===== src/rtl/conv_layer_sched.sv =====
// Layer scheduler: runs conv k0/k1, pool k0/k1 and flatten in order through start/done
// handshakes, and muxes the active engine's requests onto the shared layer-memory port.
module conv_layer_sched #(
  parameter int                WDOG_W     = 20,
  parameter logic [WDOG_W-1:0] WDOG_LIMIT = 20'hFFFFF
) (
  input  logic        clk,
  input  logic        reset_n,
  input  logic        ready,
  output logic        busy,
  output logic        err,
  output logic        conv_start,
  output logic        conv_ksel,
  input  logic        conv_done,
  output logic        pool_start,
  output logic        pool_ksel,
  input  logic        pool_done,
  output logic        flat_start,
  input  logic        flat_done,
  input  logic        conv_cwr,
  input  logic [11:0] conv_caddr_wr,
  input  logic [19:0] conv_cdata_wr,
  input  logic        pool_crd,
  input  logic [11:0] pool_caddr_rd,
  input  logic        pool_cwr,
  input  logic [11:0] pool_caddr_wr,
  input  logic [19:0] pool_cdata_wr,
  input  logic        flat_crd,
  input  logic        flat_rsel,
  input  logic [11:0] flat_caddr_rd,
  input  logic        flat_cwr,
  input  logic [11:0] flat_caddr_wr,
  input  logic [19:0] flat_cdata_wr,
  output logic        cwr,
  output logic [11:0] caddr_wr,
  output logic [19:0] cdata_wr,
  output logic        crd,
  output logic [11:0] caddr_rd,
  output logic [2:0]  csel
);

  typedef enum logic [3:0] {
    IDLE, C0_GO, C0_RUN, C1_GO, C1_RUN, P0_GO, P0_RUN,
    P1_GO, P1_RUN, F_GO, F_RUN, DONE
  } state_t;

  state_t            state, next_state;
  logic [WDOG_W-1:0] wdog;
  logic              run, go, wdog_exp, coll;
  logic              act_done, act_rd, act_wr;
  logic [11:0]       act_aw, act_ar;
  logic [19:0]       act_wd;
  logic [2:0]        wsel, rsel;

  assign run = (state == C0_RUN) || (state == C1_RUN) || (state == P0_RUN) ||
               (state == P1_RUN) || (state == F_RUN);
  assign go  = (state == C0_GO) || (state == C1_GO) || (state == P0_GO) ||
               (state == P1_GO) || (state == F_GO);

  // Decode of the engine that owns the port; everything stays 0 outside RUN states.
  always_comb begin
    act_done = 1'b0;
    act_rd   = 1'b0;
    act_wr   = 1'b0;
    act_aw   = '0;
    act_ar   = '0;
    act_wd   = '0;
    wsel     = 3'd0;
    rsel     = 3'd0;
    case (state)
      C0_RUN, C1_RUN: begin
        act_done = conv_done;
        act_wr   = conv_cwr;
        act_aw   = conv_caddr_wr;
        act_wd   = conv_cdata_wr;
        wsel     = (state == C0_RUN) ? 3'd1 : 3'd2;
      end
      P0_RUN, P1_RUN: begin
        act_done = pool_done;
        act_rd   = pool_crd;
        act_wr   = pool_cwr;
        act_ar   = pool_caddr_rd;
        act_aw   = pool_caddr_wr;
        act_wd   = pool_cdata_wr;
        wsel     = (state == P0_RUN) ? 3'd3 : 3'd4;
        rsel     = (state == P0_RUN) ? 3'd1 : 3'd2;
      end
      F_RUN: begin
        act_done = flat_done;
        act_rd   = flat_crd;
        act_wr   = flat_cwr;
        act_ar   = flat_caddr_rd;
        act_aw   = flat_caddr_wr;
        act_wd   = flat_cdata_wr;
        wsel     = 3'd5;
        rsel     = flat_rsel ? 3'd4 : 3'd3;
      end
      default: ;
    endcase
  end

  assign coll     = act_rd & act_wr;
  assign wdog_exp = run & ~act_done & (wdog == WDOG_LIMIT - 1'b1);

  // State register and watchdog
  always_ff @(posedge clk or negedge reset_n) begin
    if (!reset_n) begin
      state <= IDLE;
      wdog  <= '0;
    end else begin
      state <= next_state;
      if (go)       wdog <= '0;
      else if (run) wdog <= wdog + 1'b1;
    end
  end

  // Next-state logic
  always_comb begin
    next_state = state;
    case (state)
      IDLE:   if (ready) next_state = C0_GO;
      C0_GO:  next_state = C0_RUN;
      C1_GO:  next_state = C1_RUN;
      P0_GO:  next_state = P0_RUN;
      P1_GO:  next_state = P1_RUN;
      F_GO:   next_state = F_RUN;
      C0_RUN: if (act_done) next_state = C1_GO; else if (wdog_exp) next_state = DONE;
      C1_RUN: if (act_done) next_state = P0_GO; else if (wdog_exp) next_state = DONE;
      P0_RUN: if (act_done) next_state = P1_GO; else if (wdog_exp) next_state = DONE;
      P1_RUN: if (act_done) next_state = F_GO;  else if (wdog_exp) next_state = DONE;
      F_RUN:  if (act_done || wdog_exp) next_state = DONE;
      DONE:   next_state = IDLE;
      default: next_state = IDLE;
    endcase
  end

  // Registered handshake outputs, decoded from the state being entered
  always_ff @(posedge clk or negedge reset_n) begin
    if (!reset_n) begin
      busy       <= 1'b0;
      err        <= 1'b0;
      conv_start <= 1'b0;
      conv_ksel  <= 1'b0;
      pool_start <= 1'b0;
      pool_ksel  <= 1'b0;
      flat_start <= 1'b0;
    end else begin
      busy       <= (next_state != IDLE);
      err        <= err | wdog_exp | coll;
      conv_start <= (next_state == C0_GO) || (next_state == C1_GO);
      pool_start <= (next_state == P0_GO) || (next_state == P1_GO);
      flat_start <= (next_state == F_GO);
      if (next_state == C0_GO)      conv_ksel <= 1'b0;
      else if (next_state == C1_GO) conv_ksel <= 1'b1;
      if (next_state == P0_GO)      pool_ksel <= 1'b0;
      else if (next_state == P1_GO) pool_ksel <= 1'b1;
    end
  end

  // Shared port: a write beats a simultaneous read
  always_comb begin
    cwr      = act_wr;
    crd      = act_rd & ~act_wr;
    caddr_wr = act_wr ? act_aw : 12'd0;
    cdata_wr = act_wr ? act_wd : 20'd0;
    caddr_rd = (act_rd & ~act_wr) ? act_ar : 12'd0;
    csel     = act_wr ? wsel : (act_rd ? rsel : 3'd0);
  end

endmodule


===== config.mk =====
export PLATFORM = sky130hd
export DESIGN_NAME = conv_layer_sched
export DESIGN_NICKNAME = d
export VERILOG_FILES = /design/src/rtl/conv_layer_sched.sv
export SDC_FILE = /design/constraint.sdc
export NUM_CORES = 1
export LEC_CHECK = 0
export CELL_PAD_IN_SITES_DETAIL_PLACEMENT = 1
export CELL_PAD_IN_SITES_GLOBAL_PLACEMENT = 1
export CORE_AREA = 10 10 111 113
export CTS_BUF_LIST = sky130_fd_sc_hd__clkbuf_4
export CTS_CLUSTER_DIAMETER = 30
export DETAILED_ROUTE_END_ITERATION = 7
export DIE_AREA = 0 0 121 123
export GPL_TIMING_DRIVEN = 0
export PLACE_DENSITY_LB_ADDON = 0.1
export SKIP_CTS_REPAIR_TIMING = 1
export SYNTH_ARGS = -nofsm -noshare
export SYNTH_HDL_FRONTEND = slang
export SYNTH_SLANG_ARGS = --single-unit

===== constraint.sdc =====
create_clock -name clk -period 3.95 [get_ports clk]
set_input_delay 0.79 -clock clk [delete_from_list [all_inputs] [get_ports clk]]
set_output_delay 0.79 -clock clk [all_outputs]
set_load 0.005 [all_outputs]

After elaboration in Yosys (flattened, before gate mapping)
Index checks and enable logic that the tools add are counted.
{ "totals": {"reg_bits": 31, "inputBits": 132} }
{ "classes": {"n_addsub": 1, "n_eq_ne": 16, "n_mux": 31, "bitwise": 8, "reduce_logical": 18} }
{ "ops": {"columns": ["operator", "count"], "rows": [
  ["2-to-1 mux 20 bit", 3],
  ["one-hot mux 20 bit (3 select lines)", 1],
  ["one-hot mux 4 bit (11 select lines)", 1],
  ["one-hot mux 12 bit (3 select lines)", 1],
  ["2-to-1 mux 4 bit", 7],
  ["== test 4 x 3 -> 1 bit, second input constant", 6],
  ["2-to-1 mux 12 bit", 2],
  ["one-hot mux 12 bit (2 select lines)", 1],
  ["adder 20 x 1 -> 20 bit, second input constant", 1],
  ["== test 20 bit, second input constant", 1],
  ["== test 4 bit, second input constant", 4],
  ["== test 4 x 2 -> 1 bit, second input constant", 3],
  ["2-to-1 mux 3 bit", 4],
  ["logical OR 1 bit", 11],
  ["one-hot mux 3 bit (3 select lines)", 1],
  ["== test 4 x 1 -> 1 bit, second input constant", 2],
  ["one-hot mux 1 bit (3 select lines)", 2],
  ["one-hot mux 3 bit (2 select lines)", 1],
  ["nonzero test 2 bit", 3],
  ["bitwise AND 1 bit", 4],
  ["zero test 4 bit", 1],
  ["2-to-1 mux 1 bit", 4],
  ["2-to-1 mux 2 bit", 2],
  ["nonzero test 4 bit", 1],
  ["other kinds (4)", 7]
]} }

Depth between registers and ports, before layout
Gate-level depths: netlist of run 1.
{ "logic_depth": {"depth_word": 13, "ltp_mapped": 8} }

Worst setup path before layout of run 1
Ideal clock, no wire load.
{ "synth_timing": {"path_kind": "input-to-output", "from": "in flat_cwr", "to": "out caddr_rd[10]", "arrival_ns": 1.928, "slack_ns": 1.232, "path_stages": 6, "cell_sequence": "mux2_2 > a22oi_1 > a2bb2oi_2 > nand2_1 > buf_2 > nor2_1"} }
{ "synth_between": {"elab_chain_len": 4} }
{ "synth_rtl": {"columns": ["item", "line_no", "text"], "rows": [
  ["from (decl)", "31", "input logic flat_cwr,"],
  ["one-hot mux 1 bit (3 select lines)", "70", "case (state)"],
  ["inverter 1 bit", "166", "caddr_rd = (act_rd & ~act_wr) ? act_ar : 12'd0;"],
  ["bitwise AND 1 bit", "166", null],
  ["2-to-1 mux 12 bit", "166", null],
  ["to (decl)", "38", "output logic [11:0] caddr_rd,"]
]} }
Every way passes these cells.

Final worst setup path of run 1
{ "layout_timing": {"from": "in conv_cwr", "to": "out caddr_rd[9]"} }
{ "layout_between": {"elab_chain_len": 4} }
{ "layout_rtl": {"columns": ["item", "line_no", "text"], "rows": [
  ["from (decl)", "20", "input logic conv_cwr,"],
  ["one-hot mux 1 bit (3 select lines)", "70", null],
  ["inverter 1 bit", "166", null],
  ["bitwise AND 1 bit", "166", null],
  ["2-to-1 mux 12 bit", "166", null]
]} }
Every way passes these cells.

==> metrics.md, run 1 <==
| Metric | Value |
|---|---|
| FMAX | 260 MHz |
| Dpl cell area | between 0.004 and 0.005 mm^2 |
| Layout net count | 650 |
| Via Count | between 3000 and 4000 |
| Post-route cell area | approximately 0.0047 mm^2 |
| Top post-synthesis cells by area | dfrtp_1 (30%), a222oi_1 (12%), nor2_1 (9.5%) |
| Pin count of the biggest net entering global routing | 32 |
| Worst hold path class | in2async |
| FF+latch count, synth | 31 |
| CP max FO | 10 |
| Syn Inst Count | between 300 and 400 |
| Num CTS Buffers | 5 |
| Grt ovf | 0 |
| Max cap viols | 0 |
| Worst Setup Path Type | in2out |
| Via/cell ratio | between 5 and 6 |
| CTS tree | done |
| Synth unique cells | between 40 and 50 |
| Post-synth EDFFs | 0 |
| Mapped Avg Cell Area | around 8.1 um^2 |
| Pwr dens | approximately 500 mW/mm^2 |
| Clock Sink Count | 31 |
| Layout Utilization | approximately 47% |
| Sequential share of power | 18.4% |
| Clk slew on worst S/H paths | between 0.1 and 0.15 ns |
| Crit. End Element | output pin |
| Seq/Total Area, Yosys | a little under a third |
| CP peak stage delay | 0.54 ns |
| Share of cells above drive strength 1 | under 10% |
| Sw Pwr | 1040 uW |
| Cell area after synthesis | 0.00258 mm^2 |
| Clock share of power | between 10% and 20% |
| Crit path launch type | input pin |
| RSZ-0062 raised after global routing | yes |
| Drt wl/cell | roughly 21 um |
| Post-route DRC | 0 |
| Syn nets | 454 |
| Die Width | approximately 120 um |
| CP Cell Sequence | clkdlybuf4s50_1 -> mux2_2 -> a22oi_2 -> a2bb2oi_2 -> nand2_1 -> buf_2 -> nor2_1 -> clkdlybuf4s50_1 |
| Power share of the combinational group | ~71% |
| Outcome | finished clean |
| VDD IR-drop max | 0.231 mV |
| Initial antenna violation count | 2 |
| Total Power | about 2300 uW |
| Initial detailed-routing violation count | roughly 200 |
| Synth top cells by count | nor2_1 (65), a222oi_1 (32), dfrtp_1 (31) |
| ANT nets after route | 0 |
| Hold Fails Final Rpt | 0 |
| Top cell by count, worst path | clkdlybuf4s50_1 |
| Core box area | 0.0101 mm^2 |
| Relative slew margins | about 53% |
| First-pass GRT wire length | between 20000 and 25000 um |
| Sw Ratio | approximately 44% |
| Area growth from synthesis to layout | 83.3% |
| Worst-Skew Late Latency | between 0.3 and 0.4 ns |
| Non-Filler Instances | ~660 |
| Top_reg_cell synth | dfrtp_1 |
| First-pass iteration count of the detailed router | 6 |
| Multi-input logic area | ~0.0016 mm^2 |
| Critical Path AT | around 3.1 ns |
| Number of global-route vias before repair | roughly 3800 |
| Yosys Warn Count | 0 |
| Asr flop ratio synth | 100% |
| # fillers | ~1200 |
| Final Cycle Share | a little over nine tenths |
| H-tree levels | 2 |
| Fin. max-slew vios | 0 |
| FP Rows | 37 |
| Top cell type's share of synthesized area | between 30% and 40% |
| CP Data Required Time | between 3 and 4 ns |
| Post-placement cell count | between 600 and 700 |
| Post-Route WL | roughly 14000 um |
| Port Buffers | roughly 190 |
| Worst clock skew | around 0.011 ns |
| Placer Congestion | approximately 0.82 |
| Io pins | between 150 and 200 |
| GRT Total Usage | roughly 18% |
| FF+latch area | ~780 um^2 |
| Min Tclk post-route | around 3.9 ns |
| Finish-stage setup viols | 0 |
| Yosys top cell by area | dfrtp_1 |
| Leak | 0.00176 uW |
| Most common cell in the netlist | nor2_1 |
| Pint | between 1000 and 1500 uW |
| Die area | approximately 0.015 mm^2 |
| Worst-Margin Slew | between 0.7 and 0.8 ns |
| CP max stage cell | clkdlybuf4s50_1 |
| Clock root buffer | clkbuf_4 |
| Starting Density | 25.4% |
| Post-detail-place hpwl | 11900 um |
| Worst-case clock buffer depth | 2 |
| Die H | roughly 120 um |
-- worst paths after layout --
| kind | cells past startpoint | slack (ns) | to | from |
|---|---|---|---|---|
| min in group clk | 2 | 0.50 | err | err |
| worst min register to register | 2 | 0.50 | err | err |
| max in group asynchronous | 1 | 3.01 | pool_ksel | reset_n |
| worst min-delay path | 1 | 0.48 | wdog[17] | reset_n |
| worst max register to register | 6 | 1.73 | wdog[19] | state[3] |
| worst max-delay path | 8 | 0.1 | caddr_rd[9] | conv_cwr |
-- cell usage in the layout, fill, tap and decap left out, types with 10 or more instances in the layout --
cell type,netlist,routed
o21ai_0,12,12
a222oi_1,32,32
clkdlybuf4s50_1,0,186
a21oi_1,10,10
xor2_1,12,12
nand2_1,23,23
clkbuf_1,12,10
dfrtp_1,31,31
nor2_1,65,65
a22oi_1,13,12
buf_2,13,14
-- power groups by stage --
stage / clock network, uW / registers [uW] / logic, uW
final: 254 / 429 / 1650
after global routing: 275 / 439 / 1840
after CTS: 262 / 430 / 1650
after detailed placement: 0 / 436 / 1640
after global placement: 0 / 433 / 1620
after floorplan: 0 / 425 / 938
-- metal layers --
layer / part of all wire (%) / track usage [%] / vias to the layer above
li1: - / - / 1613
met1: 40 / 20.3 / 1616
met2: 49 / 30.4 / 123
met3: 10 / 8.20 / 7
met4: 0.71 / 4.00 / 0
met5: 0 / 0 / -
-- layout make-up --
class | instances | area share, %
timing repair buffer | 189 | 39.9
multi-input combinational | 253 | 34.7
sequential | 31 | 16.4
tap | 136 | 3.60
buffer | 30 | 3.10
clock inverter | 3 | 0.927
clock buffer | 5 | 0.795
inverter | 6 | 0.477
antenna | 2 | 0.106
-- cell families after synthesis --
logic type	Yosys count	synth area share, %
flops	31	30.1
buf+inv	36	6.46
xor+xnor	17	5.78
simple gates	144	27.4
compound gates	86	27.6
fa+ha+maj	2	0.971
mux	4	1.70
-- per-stage QoR --
stage | setup slack [ns] | setup TNS [ns] | hold slack (ns)
after global routing | -0.0478 | -0.276 | 0.523
final | 0.0986 | 0 | 0.484
after global placement | -0.0646 | -0.578 | 0.464
after detailed placement | -0.111 | -0.906 | 0.477
after floorplan | 1.23 | 0 | 0.464
after CTS | -0.119 | -1.18 | 0.496
-- critical path: cells and delay by family --
kind / cells / cell delay [ns]
and+or+nand+nor: 2 / 0.31
buffers and inverters: 3 / 1.21
AOI/OAI and AO/OA: 2 / 0.46
muxes: 1 / 0.28
-- flip-flops by register name, indices dropped and copies added (netlist names) --
signal,flops
err,1
conv_start,1
state,4
pool_ksel,1
flat_start,1
wdog,20
busy,1
conv_ksel,1
pool_start,1
(Power assumes the default switching activity.)
==> inputs of run 2 (changes only) <==
--- a/config.mk
+++ b/config.mk
@@ -15,6 +15,7 @@
 export GPL_TIMING_DRIVEN = 0
 export PLACE_DENSITY_LB_ADDON = 0.1
 export SKIP_CTS_REPAIR_TIMING = 1
+export SLEW_MARGIN = 0
 export SYNTH_ARGS = -nofsm -noshare
 export SYNTH_HDL_FRONTEND = slang
 export SYNTH_SLANG_ARGS = --single-unit
==> results of run 2 <==
The final DEF is identical to that of run 1; final timing and power are the same.
